`src/rtl/execute_stage.sv`:
```
// Execute stage: operand forwarding, ALU, condition-code register (C,N,Z)
// and the EX/MEM pipeline register feeding the memory stage.
module execute_stage #(
    parameter int WIDTH = 16
) (
    input  logic             clk,
    input  logic             reset,
    input  logic             stall,
    input  logic             flush,
    input  logic             id_valid,
    input  logic [3:0]       alu_op,
    input  logic [WIDTH-1:0] src_a,
    input  logic [WIDTH-1:0] src_b,
    input  logic [WIDTH-1:0] imm,
    input  logic             use_imm,
    input  logic [1:0]       fwd_a_sel,
    input  logic [1:0]       fwd_b_sel,
    input  logic [WIDTH-1:0] mem_fwd_data,
    input  logic [WIDTH-1:0] wb_fwd_data,
    input  logic [WIDTH-1:0] pc,
    input  logic [2:0]       rdst,
    input  logic             mem_read,
    input  logic             mem_write,
    input  logic             mem_to_reg,
    input  logic             reg_write,
    input  logic             stack_op,
    input  logic             push_pop,
    input  logic             push_pc,
    input  logic             pop_pc,
    input  logic             in_op,
    input  logic             out_op,
    input  logic             flag_restore,
    input  logic [2:0]       restore_flags,
    output logic [WIDTH-1:0] ex_alu_data,
    output logic [WIDTH-1:0] ex_write_data,
    output logic [WIDTH-1:0] ex_read_add,
    output logic [WIDTH-1:0] ex_pc,
    output logic [2:0]       ex_rdst,
    output logic             ex_mem_read,
    output logic             ex_mem_write,
    output logic             ex_mem_to_reg,
    output logic             ex_reg_write,
    output logic             ex_stack_op,
    output logic             ex_push_pop,
    output logic             ex_push_pc,
    output logic             ex_pop_pc,
    output logic             ex_in_op,
    output logic             ex_out_op,
    output logic             ex_valid,
    output logic [2:0]       flags
);

    // Selects 3 and 0 both mean "use the register-file value".
    function automatic logic [WIDTH-1:0] fwd_mux(input logic [1:0]       sel,
                                                 input logic [WIDTH-1:0] reg_val,
                                                 input logic [WIDTH-1:0] mem_val,
                                                 input logic [WIDTH-1:0] wb_val);
        case (sel)
            2'd1:    fwd_mux = mem_val;
            2'd2:    fwd_mux = wb_val;
            default: fwd_mux = reg_val;
        endcase
    endfunction

    logic [WIDTH-1:0] op_a;
    logic [WIDTH-1:0] op_b;
    logic [WIDTH-1:0] alu_result;
    logic [2:0]       alu_flags;
    logic [WIDTH:0]   wide;
    logic             c_next;
    logic             zn_update;
    logic [9:0]       ctl_in;
    logic [9:0]       ctl_q;
    logic             capture;

    assign ctl_in = {mem_read, mem_write, mem_to_reg, reg_write, stack_op,
                     push_pop, push_pc, pop_pc, in_op, out_op};
    assign {ex_mem_read, ex_mem_write, ex_mem_to_reg, ex_reg_write, ex_stack_op,
            ex_push_pop, ex_push_pc, ex_pop_pc, ex_in_op, ex_out_op} = ctl_q;

    // A real instruction moves into EX/MEM only when neither flushed nor held.
    assign capture = id_valid && !flush && !stall;

    // Operand selection: forwarding per operand, immediate overrides B.
    always_comb begin
        op_a = fwd_mux(fwd_a_sel, src_a, mem_fwd_data, wb_fwd_data);
        op_b = use_imm ? imm : fwd_mux(fwd_b_sel, src_b, mem_fwd_data, wb_fwd_data);
    end

    // ALU: result plus the flag values the op would produce; the extra top bit
    // of 'wide' carries the carry/borrow or the bit shifted past the MSB.
    always_comb begin
        wide       = '0;
        alu_result = op_a;
        c_next     = flags[2];
        zn_update  = 1'b0;
        case (alu_op)
            4'd1: begin
                alu_result = ~op_a;
                zn_update  = 1'b1;
            end
            4'd2: begin
                wide       = {1'b0, op_a} + {{WIDTH{1'b0}}, 1'b1};
                alu_result = wide[WIDTH-1:0];
                c_next     = wide[WIDTH];
                zn_update  = 1'b1;
            end
            4'd3: begin
                wide       = {1'b0, op_a} - {{WIDTH{1'b0}}, 1'b1};
                alu_result = wide[WIDTH-1:0];
                c_next     = wide[WIDTH];
                zn_update  = 1'b1;
            end
            4'd4: begin
                wide       = {1'b0, op_a} + {1'b0, op_b};
                alu_result = wide[WIDTH-1:0];
                c_next     = wide[WIDTH];
                zn_update  = 1'b1;
            end
            4'd5: begin
                wide       = {1'b0, op_a} - {1'b0, op_b};
                alu_result = wide[WIDTH-1:0];
                c_next     = wide[WIDTH];
                zn_update  = 1'b1;
            end
            4'd6: begin
                alu_result = op_a & op_b;
                zn_update  = 1'b1;
            end
            4'd7: begin
                alu_result = op_a | op_b;
                zn_update  = 1'b1;
            end
            4'd8: begin
                wide       = {1'b0, op_a} << op_b[3:0];
                alu_result = wide[WIDTH-1:0];
                if (op_b[3:0] != 4'd0) c_next = wide[WIDTH];
                zn_update  = 1'b1;
            end
            4'd9: begin
                wide       = {op_a, 1'b0} >> op_b[3:0];
                alu_result = wide[WIDTH:1];
                if (op_b[3:0] != 4'd0) c_next = wide[0];
                zn_update  = 1'b1;
            end
            4'd10: alu_result = op_b;
            4'd11: c_next = 1'b1;
            4'd12: c_next = 1'b0;
            default: alu_result = op_a;
        endcase
        alu_flags = zn_update ? {c_next, alu_result[WIDTH-1], alu_result == '0}
                              : {c_next, flags[1:0]};
    end

    // Condition codes: restore wins over the ALU; only stall without flush freezes them.
    always_ff @(posedge clk) begin
        if (!reset) begin
            flags <= 3'b000;
        end else if (flush || !stall) begin
            if (flag_restore)
                flags <= restore_flags;
            else if (capture)
                flags <= alu_flags;
        end
    end

    // EX/MEM register: reset > flush > stall > capture; bubbles are all-zero.
    always_ff @(posedge clk) begin
        if (!reset || flush || (!stall && !id_valid)) begin
            ex_alu_data   <= '0;
            ex_write_data <= '0;
            ex_read_add   <= '0;
            ex_pc         <= '0;
            ex_rdst       <= '0;
            ctl_q         <= '0;
            ex_valid      <= 1'b0;
        end else if (!stall) begin
            ex_alu_data   <= alu_result;
            ex_write_data <= op_a;
            ex_read_add   <= op_b;
            ex_pc         <= pc;
            ex_rdst       <= rdst;
            ctl_q         <= ctl_in;
            ex_valid      <= 1'b1;
        end
    end

endmodule
```
`config.mk`:
```
export PLATFORM = sky130hd
export DESIGN_NAME = execute_stage
export DESIGN_NICKNAME = d
export VERILOG_FILES = /design/src/rtl/execute_stage.sv
export SDC_FILE = /design/constraint.sdc
export NUM_CORES = 1
export LEC_CHECK = 0
export BUFFER_PORTS_ARGS = -buffer_cell sky130_fd_sc_hd__buf_2
export CAP_MARGIN = 20
export CORE_MARGIN = 2
export CORE_UTILIZATION = 50
export CTS_CLUSTER_SIZE = 40
export DETAILED_ROUTE_END_ITERATION = 7
export PLACE_DENSITY = 0.84
export SLEW_MARGIN = 20
export SYNTH_ARGS = -nofsm -noshare
export SYNTH_HDL_FRONTEND = slang
export SYNTH_SLANG_ARGS = --single-unit
```
`constraint.sdc`:
```
create_clock -name clk -period 9.8 [get_ports clk]
set_clock_uncertainty 0.05 [all_clocks]
set_input_delay 0 -clock clk [delete_from_list [all_inputs] [get_ports clk]]
set_output_delay 0 -clock clk [all_outputs]
set_load 0.05 [all_outputs]
```
After elaboration in Yosys (flattened, before gate mapping)
Cells that the tools add are included.
Widths: inputs -> output; s select.

storage, ports and cells
  register bits = 81
  bits in latches = 0
  memory bits (writable) = 0
  memory bits (read-only) = 0
  input bits = 127
  output and inout port bits = 81
  word-level logic and storage cells = 62
  memories = 0

cells by class
  $add $sub $neg = 4
  $mul = 0
  divide/modulo/power cells = 0
  order comparisons = 0
  equal/unequal tests = 16
  shift operators = 2
  muxes and demuxes = 11
  bitwise logic cells = 3
  reductions and logical operators = 17

operators by type and width
  operator               count
  $pmux 16 s10           1
  $pmux 16 s2            2
  $eq 4x4->1 const B     5
  $add 16x1->17 const B  1
  $add 16x16->17         1
  $shl 16x4->17          1
  $shr 17x4->17          1
  $sub 16x1->17 const B  1
  $sub 16x16->17         1
  $and 16x16->16         1
  $eq 4x3->1 const B     4
  $logic_not 16->1       1
  $mux 16                1
  $not 16->16            1
  $or 16x16->16          1
  $reduce_or 9->1        1
  $eq 4x2->1 const B     2
  $pmux 1 s8             1
  $mux 3                 2
  $eq 2x1->1 const B     2
  $eq 2x2->1 const B     2
  $eq 4x1->1 const B     1
  $logic_not 1->1        4
  $reduce_bool 2->1      2
  7 further kinds        13

Longest topological paths before layout
Gate-level depths: netlist (run 1).

  depth in word-level cells = 9
  gate-level depth with buffers = 21
  depth with buffers taken out = 18

Least setup slack after synthesis (run 1)
Ideal clock, no wire load.

  path kind = input to register
  from = input fwd_b_sel[0]
  to = register flags[0]
  setup time = 0.096 ns
  data arrival time = 4.086 ns
  required time = 9.654 ns
  path slack = 5.569 ns
  stages on the path = 21
  path buffers = 6
  cells stage by stage = inv_1 ha_1 buf_6 or2_1 buf_6 o221ai_4 buf_6 buf_2 buf_2 ha_1 clkbuf_1 or2_2 a221oi_2 o211ai_1 a211oi_1 o21ai_1 a32o_1 o22ai_1 a31oi_1 o21a_1 o41ai_2

on the way
  longest elaborated chain between the ends = 9
  elaborated cells between the ends (all ways) = 15
  those cells by class = 2 x add/sub; 2 x eq/ne; 2 x shift; 6 x mux; 2 x bitwise; 1 x reduce/logical

RTL lines
  what                                      RTL line  text
  start, declared                           17        input logic [1:0] fwd_b_sel,
  $eq 2x2->1 or $eq 2x1->1 (tied branches)  58        case (sel)
  $pmux 16 s2 *                             58
  $mux 16 *                                 87        op_b = use_imm ? imm : fwd_mux(fwd_b_sel, src_b, mem_fwd_data, wb_fwd_data);
  $sub 16x16->17 (tied with other cells)    121       wide = {1'b0, op_a} - {1'b0, op_b};
  $pmux 16 s10 *                            97        case (alu_op)
  $logic_not 16->1 *                        151       alu_flags = zn_update ? {c_next, alu_result[WIDTH-1], alu_result == '0}
  $mux 2 *                                  151
  $mux 3 *                                  162       else if (capture)
  $mux 3 *                                  160       if (flag_restore)
  end signal, assigned                      161       flags <= restore_flags;
  end signal, assigned                      163       flags <= alu_flags;
  end, declared                             50        output logic [2:0] flags

Every way passes the cells marked *; elsewhere a longest branch is shown, timed or not. The select of a mux whose other input is x is not followed.
A chain may end at the register's enable or synchronous reset.

Final worst setup path (run 1)
Same ends and word-level chain as after synthesis.

==> results.cfg, run 1 <==
[global_routing]
grt_max_degree = 78
grt-busiest-layer = met2
first_global_vias = 10628
groute.usage.overall = 0.389
groute.layer.met2.usage = 0.619
gr-total-overflow = 0
global_route_wire_length_before_repair_um = 60900
globalRouteMet1Util = 0.491
antenna_found_initial = 1
globalRouteMet3Util = 0.0904

[critical_path]
timing_worst_setup_path_type = in -> reg
crit_path_start_kind = input pin
worstPathArrival_ns = 5.33
worst_setup_path_end_kind = flop
cp_slowest_stage_delay_ns = 0.72
crit_path_top_delay_cell = ha_1
total_buffers_and_inverters_traversed_by_the_critical_path = 5
critical_path_required_ns = 9.99
timing.critical_path.max_delay_family = compound AO/OA/AOI/OAI gates
cell_by_cell_trace_of_the_critical_path = buf_2 > inv_1 > ha_1 > or2_1 > o221ai_4 > buf_4 > inv_4 > ha_1 > inv_1 > fa_1 > or2_2 > a221oi_2 > o211ai_1 > a211oi_1 > o21ai_1 > a32o_1 > o22ai_1 > a31oi_1 > o21a_1 > o41ai_2
critical_path_peak_fanout = 37

[synth]
avgSynthCellArea_um2 = 7.23
ys_dominant_reg_cell = dfxtp_1
netlist-cell-type-count = 88
synth.net_count = 1499
synth.cell_area_mm2 = 0.00950
synthesis.yosys.warnings = 0
async_flop_share = 0
synth_top_area_frac = 0.171
synth_seq_area_share = 0.171
number_of_flops_mapped_to_enable_cells_by_yosys = 0
syn-instance-count = 1314
synth_seq_cells = 81
synth_top_area_cell = dfxtp_1
netlist_top_cells_area = dfxtp_1, mux2i_1, ha_1

[placed_design]
dp_worst_slack_ns = 4.43
dp_cells = 1672
place.port_buffers = 207
detailed_place_hpwl_um = 29200
gp_congestion = 1.07

[sta]
timing_worst_slew_pin_value_ns = 1.05
timing.final.ws_setup_ns = 4.66
setup_repair_after_global_routing_missed_its_margin = false
final_hold_viol_count = 0
timing_max_transition_violations_final = 0
timing.final.setup_violations = 0
final.period_utilization = 0.524
setup_tns_ns = 0
finalWorstPathRequiredPeriod_ns = 5.14
worst_slew_margin_rel = 0.298
achievable-frequency_ghz = 0.195

[cells_and_area]
area.growth.synth_to_final_pct = 17.0
layout-drive-gt1-share = 0.193
postLayoutCoreUtil = 0.595
final_net_count = 1668
finalNonFillerCells = 1723

[power]
leakagePower_uw = 0.00488
register_share_of_total_power = 0.229
vdd_drop_max_mv = 0.157
power.share.clock = 0.226
power.switching_uw = 696
power_density_mw_per_mm2 = 136
totalPowerFinal_uw = 1510
power_report.internal_total_uw = 815
switching_share = 0.461
power.combinational.fraction = 0.545

[detailed_routing]
vias_per_cell = 6.68
num_vias = 11504
drt_first_iter_violations = 1412
route.detailed.wl_per_inst_um = 23.6
totalWireLength_um = 40700
drt_antenna_net_count = 0
drc_errors = 0
drt_first_pass_iters = 6

[floorplan]
die_area_mm2 = 0.0201
placeableCoreArea_mm2 = 0.0187
initial_util = 0.508
placement_rows = 50
chipHeight_um = 142
die_x_um = 142
number_of_top_level_pins = 208

[clock_network]
clock_tree_from_tritoncts = built
cts-htree-levels = 3
root_buffer = clkbuf_16
clkSinkCount = 81
ctsLongestPathBuffers = 2
insertion_delay_ns = 0.34
num_cts_buffers = 9
post_cts_resized = 0
clkSlewWorstSetupHoldPaths_ns = 0.06

[flow_run]
max_cap_viol_count = 0

[worst_hold_path]
worstHoldPathType = in -> reg

[outcome]
result_of_the_run = finished, final reports clean
layout make-up:
| class | instances | area [um2] |
|---|---|---|
| fillers | 1750 | 7580 |
| multi-input cells | 1060 | 7090 |
| flip-flops and latches | 81 | 1620 |
| repair buffers | 264 | 1550 |
| well taps | 234 | 293 |
| inverters | 67 | 262 |
| clock buffers | 10 | 229 |
| clock inverters | 6 | 75.1 |
| diodes | 1 | 2.50 |
per-layer routing:
layer	routed length (um)	part of all wire
met5	0	0
met1	15200	0.37
met3	4780	0.12
met2	18400	0.45
met4	2280	0.056
registers in the layout, indices dropped and copies added (netlist names):
name           count
ex_alu_data       16
ex_pc             16
ex_read_add       16
ex_write_data     16
ctl_q             10
ex_rdst            3
flags              3
ex_valid           1
tightest hold or removal path, stage by stage:
cell	delay [ns]
buf_2	0.09
inv_1	0.05
a32oi_1	0.06
mux2i_1	0.12
nor2b_1	0.05
layout by cell type (no fill, tap or decap), types with 14 or more instances in the layout:
cell type | netlist | final
o21ai_0 | 62 | 62
a21oi_1 | 103 | 103
a211oi_1 | 16 | 16
nand2_1 | 97 | 97
dfxtp_1 | 81 | 81
inv_1 | 55 | 55
o22ai_1 | 20 | 20
ha_1 | 56 | 56
xnor2_1 | 18 | 18
dlygate4sd3_1 | 0 | 34
nor4_1 | 15 | 15
o31ai_1 | 14 | 14
nand3_1 | 24 | 24
o211ai_1 | 20 | 20
o21a_1 | 15 | 15
nor2b_1 | 44 | 44
mux2i_1 | 99 | 99
a22oi_1 | 22 | 22
a221oi_1 | 19 | 19
buf_2 | 35 | 206
nor3_1 | 43 | 42
buf_4 | 4 | 24
nor2_1 | 172 | 172
final timing paths:
check | startpoint | to | slack (ns) | depth (start not counted)
max | fwd_b_sel[0] | flags[0] | 4.66 | 20
min | restore_flags[2] | flags[2] | 0.04 | 5
max reg2reg | flags[0] | flags[0] | 8.24 | 5
min reg2reg | ex_valid | ex_valid | 0.41 | 2
metrics by stage:
stage,cell area [um2],hold slack [ns]
after CTS,11100,0.0352
after global routing,11100,0.0597
final,11100,0.0369
after detailed placement,10500,0.189
after floorplan,9500,0.0593
after global placement,10500,0.177
cell families after synthesis:
logic type / count (synthesis) / synth area share
XOR/XNOR: 20 / 0.0184
multiplexers: 102 / 0.108
flip-flops: 81 / 0.171
adder cells (fa/ha/maj): 58 / 0.0779
buffers and inverters: 173 / 0.0850
AND/OR/NAND/NOR: 466 / 0.233
AO/OA/AOI/OAI: 414 / 0.306
power groups by stage:
stage          registers, uW  clock network (uW)  logic, uW
6_report                 347                 341        823
2_1_floorplan            392                   0        522
4_1_cts                  346                 344        790
3_3_place_gp             353                   0        768
3_5_place_dp             353                   0        775
5_1_grt                  348                 358        868
repair_timing:
| item | in CTS | in global routing |
|---|---|---|
| buffers inserted | 0 | 0 |
| endpoints found under the hold margin | 33 | 0 |
| setup endpoints to repair | 0 | 0 |
| hold buffers | 34 | 0 |
Yosys cell counts (8+ instances only):
master	count
nand4_1	8
clkbuf_1	47
nor2_1	172
ha_1	56
nor4_1	15
or3_1	8
a221oi_1	19
buf_6	12
a22oi_1	22
a21oi_1	103
o21ai_0	62
buf_2	35
o22ai_1	20
xnor2_1	18
nand3_1	24
dfxtp_1	81
o31ai_1	14
nor3_1	43
nor2b_1	44
a31oi_1	12
nand2b_1	12
nand2_1	97
buf_1	8
inv_1	55
mux2i_1	99
a211oi_1	16
o211ai_1	20
o21a_1	15
(Power assumes the default switching activity.)
==> run 2: changes to the inputs <==
--- a/config.mk
+++ b/config.mk
@@ -11,7 +11,7 @@
 export CORE_UTILIZATION = 50
 export CTS_CLUSTER_SIZE = 40
 export DETAILED_ROUTE_END_ITERATION = 7
-export PLACE_DENSITY = 0.84
+export PLACE_DENSITY = 0.87
 export SLEW_MARGIN = 20
 export SYNTH_ARGS = -nofsm -noshare
 export SYNTH_HDL_FRONTEND = slang
==> constraint.sdc (replaced) <==
create_clock -name clk -period 4.6 [get_ports clk]
set_clock_uncertainty 0.05 [all_clocks]
set_input_delay 0 -clock clk [delete_from_list [all_inputs] [get_ports clk]]
set_output_delay 0 -clock clk [all_outputs]
set_load 0.05 [all_outputs]
==> run 2 against run 1 <==
Combinational power increased by 120%. Setup slack worse by 4.4 ns. Largest power group unchanged. Clock power grew 100%. Sequential power increased by 110%. The run now ends with design-rule violations left.
==> results.cfg, run 2 (synthesis gave the netlist of run 1 again) <==
[sta]
achievable-frequency_ghz = 0.233
timing_worst_slew_pin_value_ns = 1.12
finalWorstPathRequiredPeriod_ns = 4.29
worst_slew_margin_rel = 0.251
final.period_utilization = 0.933
final_hold_viol_count = 0
setup_tns_ns = 0
timing.final.setup_violations = 0
final.hold.worst_slack_ns = 0.0477
timing_max_transition_violations_final = 0
setup_repair_after_global_routing_missed_its_margin = false

[placed_design]
place.port_buffers = 207
detailed_place_hpwl_um = 29400
gp_congestion = 1.21

[floorplan]
initial_util = 0.508
placeableCoreArea_mm2 = 0.0187
chipHeight_um = 142
placement_rows = 50
die_area_mm2 = 0.0201
die_x_um = 142
number_of_top_level_pins = 208

[critical_path]
cell_by_cell_trace_of_the_critical_path = buf_2 > inv_1 > ha_1 > buf_4 > a22oi_1 > nor2_1 > a21oi_1 > o21ai_0 > inv_1 > ha_1 > a211oi_1 > o32ai_1 > nor3_1 > o21ai_0 > a211o_1 > nor4_1 > a311o_1 > nand4_1 > o41ai_2
cp_slowest_stage_delay_ns = 0.53
crit_path_start_kind = input pin
worstPathArrival_ns = 4.49
worst_setup_path_end_kind = flop
crit_path_top_delay_cell = o21ai_0
critical_path_peak_fanout = 10
timing_worst_setup_path_type = in -> reg
critical_path_required_ns = 4.80

[global_routing]
first_global_vias = 11162
antenna_found_initial = 1
global_route_wire_length_before_repair_um = 61200
grt_max_degree = 79
gr-total-overflow = 0
groute.usage.overall = 0.388

[power]
register_share_of_total_power = 0.228
power_report.internal_total_uw = 1750
power.switching_uw = 1500
power.share.clock = 0.213
vdd_drop_max_mv = 0.264
switching_share = 0.461
power.combinational.fraction = 0.559
power_density_mw_per_mm2 = 286
leakagePower_uw = 0.00502

[clock_network]
insertion_delay_ns = 0.34
clkSlewWorstSetupHoldPaths_ns = 0.06
clock_tree_from_tritoncts = built
buffer_count_from_post_cts_setup_fixing = 0
cts-htree-levels = 3
ctsLongestPathBuffers = 2
clkSinkCount = 81
num_cts_buffers = 9
root_buffer = clkbuf_16

[detailed_routing]
vias_per_cell = 6.80
num_vias = 11926
drc_errors = 2
totalWireLength_um = 40600
drt_first_iter_violations = 1764
route.detailed.wl_per_inst_um = 23.2
drt_antenna_net_count = 0
drt_first_pass_iters = 8

[outcome]
violations = design-rule violations
result_of_the_run = finished, violations left

[cells_and_area]
num-fill-cells = 1620
final_net_count = 1700
layout-drive-gt1-share = 0.211
mostFrequentLayoutCell = buf_2
final_cell_mix = buf_2, nor2_1, a21oi_1
area.growth.synth_to_final_pct = 19.2
diodes = 0

[worst_hold_path]
worstHoldPathType = in -> reg

[flow_run]
max_cap_viol_count = 0
[run 2: changes by cell type in the layout (fill, tap and decap cells not counted), sizes merged]
| cell | change |
|---|---|
| clkbuf | +1 |
| diode | -1 |
| clkinv | -1 |
| buf | +34 |
| dlygate4sd3 | -2 |
| bufinv | -1 |
| clkinvlp | +1 |
[run 2: timing repair]
item                                    CTS  global route
gates resized for setup                   0             1
hold buffers                             32             0
endpoints found under the setup margin    0             1
hold endpoints to repair                 32             0
[run 2: path summary, 6_finish.rpt]
kind,startpoint,to,slack (ns),depth (start not counted)
worst max register to register,flags[0],flags[0],2.82,5
worst min-delay path,restore_flags[2],flags[2],0.05,5
worst min register to register,ex_alu_data[13],ex_alu_data[13],0.41,2
worst max-delay path,fwd_b_sel[0],flags[0],0.31,19
[run 2: metrics by stage]
| stage | util | cell area, um2 | power, uW | setup slack [ns] | instances |
|---|---|---|---|---|---|
| global route | 0.606 | 11300 | 3370 | 0.0931 | 1754 |
| global placement | 0.573 | 10700 | 2420 | 0.272 | 1706 |
| CTS | 0.606 | 11300 | 3160 | 0.433 | 1754 |
| floorplan | - | 9500 | 1950 | 0.369 | 1314 |
| detailed placement | 0.573 | 10700 | 2440 | 0.101 | 1706 |
| finish | 0.606 | 11300 | 3250 | 0.308 | 1754 |
[run 2: cell type report]
| type | count | area (um2) | area share |
|---|---|---|---|
| Sequential cell | 81 | 1620 | 0.143 |
| Clock inverter | 5 | 37.5 | 0.00331 |
| Clock buffer | 11 | 253 | 0.0223 |
| Inverter | 67 | 262 | 0.0231 |
| Timing Repair Buffer | 296 | 1790 | 0.158 |
| Tap cell | 234 | 293 | 0.0258 |
| Multi-Input combinational cell | 1060 | 7080 | 0.625 |
[run 2: metal layers]
metal / GRT usage / wire length [um]
met3: 0.134 / 5800
met5: 0 / 13
met1: 0.467 / 14400
met2: 0.592 / 17400
met4: 0.242 / 2990
[run 2: power by group through the flow]
stage / Sequential (uW) / Combinational, uW / Clock, uW
CTS: 738 / 1720 / 699
detailed placement: 753 / 1690 / 0
global placement: 752 / 1670 / 0
finish: 739 / 1810 / 691
global route: 741 / 1900 / 726
floorplan: 836 / 1110 / 0
[run 2: critical path: cells and delay by family]
family | cells | cell delay [ns]
buffers and inverters | 4 | 0.66
and+or+nand+nor | 4 | 1.04
AOI/OAI and AO/OA | 9 | 2.10
adders and majority gates | 2 | 0.68
==> run 3: changes to the inputs <==
--- a/config.mk
+++ b/config.mk
@@ -5,13 +5,14 @@
 export SDC_FILE = /design/constraint.sdc
 export NUM_CORES = 1
 export LEC_CHECK = 0
-export BUFFER_PORTS_ARGS = -buffer_cell sky130_fd_sc_hd__buf_2
 export CAP_MARGIN = 20
 export CORE_MARGIN = 2
 export CORE_UTILIZATION = 50
 export CTS_CLUSTER_SIZE = 40
 export DETAILED_ROUTE_END_ITERATION = 7
-export PLACE_DENSITY = 0.87
+export DONT_BUFFER_PORTS = 1
+export PLACE_DENSITY = 0.75
+export REMOVE_ABC_BUFFERS = 1
 export SLEW_MARGIN = 20
 export SYNTH_ARGS = -nofsm -noshare
 export SYNTH_HDL_FRONTEND = slang
==> constraint.sdc (replaced) <==
create_clock -name clk -period 5 [get_ports clk]
set_clock_uncertainty 0.05 [all_clocks]
set_input_delay 0 -clock clk [delete_from_list [all_inputs] [get_ports clk]]
set_output_delay 0 -clock clk [all_outputs]
set_load 0.05 [all_outputs]
==> run 3 against run 2 <==
Final cell count fell by 12%. First-iteration DRC count fell by 27%. Sequential cell count did not move. Largest cell class unchanged. Register-to-register slack improved by 0.23 ns. The flow finishes with violations (negative hold slack). Critical path depth fell by 1. Via count fell by 10%. Design area fell by 9.4%. Core utilization fell by 5.7 points. Total power fell by 9.6%. Routed wire length fell by 2.9%. Critical endpoint is now flags[1]. Sequential power rose by 2.8%. Critical path type unchanged.
==> results.cfg, run 3 (synthesis gave the netlist of run 1 again) <==
[outcome]
result_of_the_run = finished, violations left
violations = negative hold slack

[placed_design]
detailed_place_hpwl_um = 28500
place.port_buffers = 0
gp_congestion = 1.12

[sta]
achievable-frequency_ghz = 0.213
final.period_utilization = 0.938
timing_worst_slew_pin_value_ns = 0.943
setup_repair_after_global_routing_missed_its_margin = false
timing_max_transition_violations_final = 0
final_hold_viol_count = 1
finalWorstPathRequiredPeriod_ns = 4.69
setup_tns_ns = 0
worst_slew_margin_rel = 0.370
final.hold.worst_slack_ns = -0.0204
timing.final.setup_violations = 0

[cells_and_area]
diodes = 0
area.growth.synth_to_final_pct = 8.04
final_cell_mix = nor2_1, a21oi_1, mux2i_1
mostFrequentLayoutCell = nor2_1
postLayoutCoreUtil = 0.549
final_net_count = 1481
layout-drive-gt1-share = 0.0761

[clock_network]
root_buffer = clkbuf_16
clock_tree_from_tritoncts = built
ctsLongestPathBuffers = 2
insertion_delay_ns = 0.35
clkSinkCount = 81
cts-htree-levels = 3
buffer_count_from_post_cts_setup_fixing = 0
clkSlewWorstSetupHoldPaths_ns = 0.09
num_cts_buffers = 9

[global_routing]
first_global_vias = 10140
groute.usage.overall = 0.384
global_route_wire_length_before_repair_um = 59800
gr-total-overflow = 0
grt_max_degree = 108
antenna_found_initial = 0

[critical_path]
timing_worst_setup_path_type = in -> reg
worst_setup_path_end_kind = flop
crit_path_start_kind = input pin
cell_by_cell_trace_of_the_critical_path = inv_1 > ha_1 > buf_4 > a221oi_2 > or2_2 > inv_2 > ha_1 > nor2b_1 > o31ai_1 > and4_1 > o21ai_0 > a32oi_1 > a221o_1 > a221o_1 > a31oi_1 > o31a_1 > a21oi_1 > dlygate4sd3_1
critical_path_required_ns = 5.20
timing.reg2reg.setup_slack_ns = 3.05
cp_slowest_stage_delay_ns = 0.57
critical_path_peak_fanout = 13
reg2regPathDepth = 5
total_buffers_and_inverters_traversed_by_the_critical_path = 4
cp.depth = 18
worstPathArrival_ns = 4.89
crit_path_top_delay_cell = dlygate4sd3_1
timing.critical_path.max_delay_family = compound AO/OA/AOI/OAI gates

[floorplan]
die_area_mm2 = 0.0201
placeableCoreArea_mm2 = 0.0187
die_x_um = 142
placement_rows = 50
initial_util = 0.508
chipHeight_um = 142
number_of_top_level_pins = 208

[detailed_routing]
drt_first_iter_violations = 1289
num_vias = 10678
totalWireLength_um = 39500
route.detailed.wl_per_inst_um = 25.7
drt_antenna_net_count = 0
drc_errors = 0
vias_per_cell = 6.96
drt_first_pass_iters = 6

[power]
leakagePower_uw = 0.00404
vdd_drop_max_mv = 0.220
power_density_mw_per_mm2 = 286

[worst_hold_path]
worst_hold_path_cell_count = 4
worstHoldPathType = in -> reg

[flow_run]
max_cap_viol_count = 0
[run 3: where the power goes]
group          switching [uW]  internal, uW  total, uW
Sequential               93.0           667        760
Combinational             940           511       1450
Clock                     325           397        722
[run 3: path summary, 6_finish.rpt]
check	start	to
worst min-delay path	use_imm	ex_read_add[4]
worst max-delay path	fwd_a_sel[0]	flags[1]
worst max register to register	flags[0]	flags[0]
worst min register to register	ex_valid	ex_valid
[run 3: final cells by class]
| class | instances | area, um2 |
|---|---|---|
| fillers | 1773 | 8440 |
| multi-input cells | 1060 | 7090 |
| flip-flops and latches | 81 | 1620 |
| repair buffers | 77 | 691 |
| well taps | 234 | 293 |
| inverters | 67 | 262 |
| clock buffers | 9 | 225 |
| clock inverters | 7 | 85.1 |
[run 3: what timing repair did]
action	4_1_cts	5_1_grt
endpoints found under the hold margin	74	1
hold buffers	37	1
setup endpoints to repair	0	1
resized for setup	0	2
[run 3: per-stage QoR]
| stage | cells | total power, uW | hold WS, ns | worst slack, ns | cell area, um2 |
|---|---|---|---|---|---|
| 2_1_floorplan | 1208 | 1710 | 0.0419 | 0.167 | 8960 |
| 3_3_place_gp | 1481 | 2100 | 0.0820 | 0.555 | 9540 |
| 3_5_place_dp | 1481 | 2110 | 0.0756 | 0.475 | 9550 |
| 4_1_cts | 1534 | 2870 | 0.0132 | 0.368 | 10200 |
| 5_1_grt | 1535 | 3060 | 0.00633 | 0.0446 | 10300 |
| 6_report | 1535 | 2930 | -0.0204 | 0.308 | 10300 |
[run 3: worst min-delay path, cell delays in order]
cell and delay [ns]:
nand2_1 0.05, o31ai_2 0.15, mux2i_1 0.10, nor2_1 0.08
[run 3: routing by layer]
| metal | wire, um | track usage | up-vias |
|---|---|---|---|
| met5 | 0 | 0 | - |
| met2 | 17600 | 0.601 | 680 |
| met3 | 4290 | 0.101 | 145 |
| met1 | 15500 | 0.491 | 5057 |
| met4 | 2090 | 0.189 | 0 |
| li1 | - | - | 4796 |
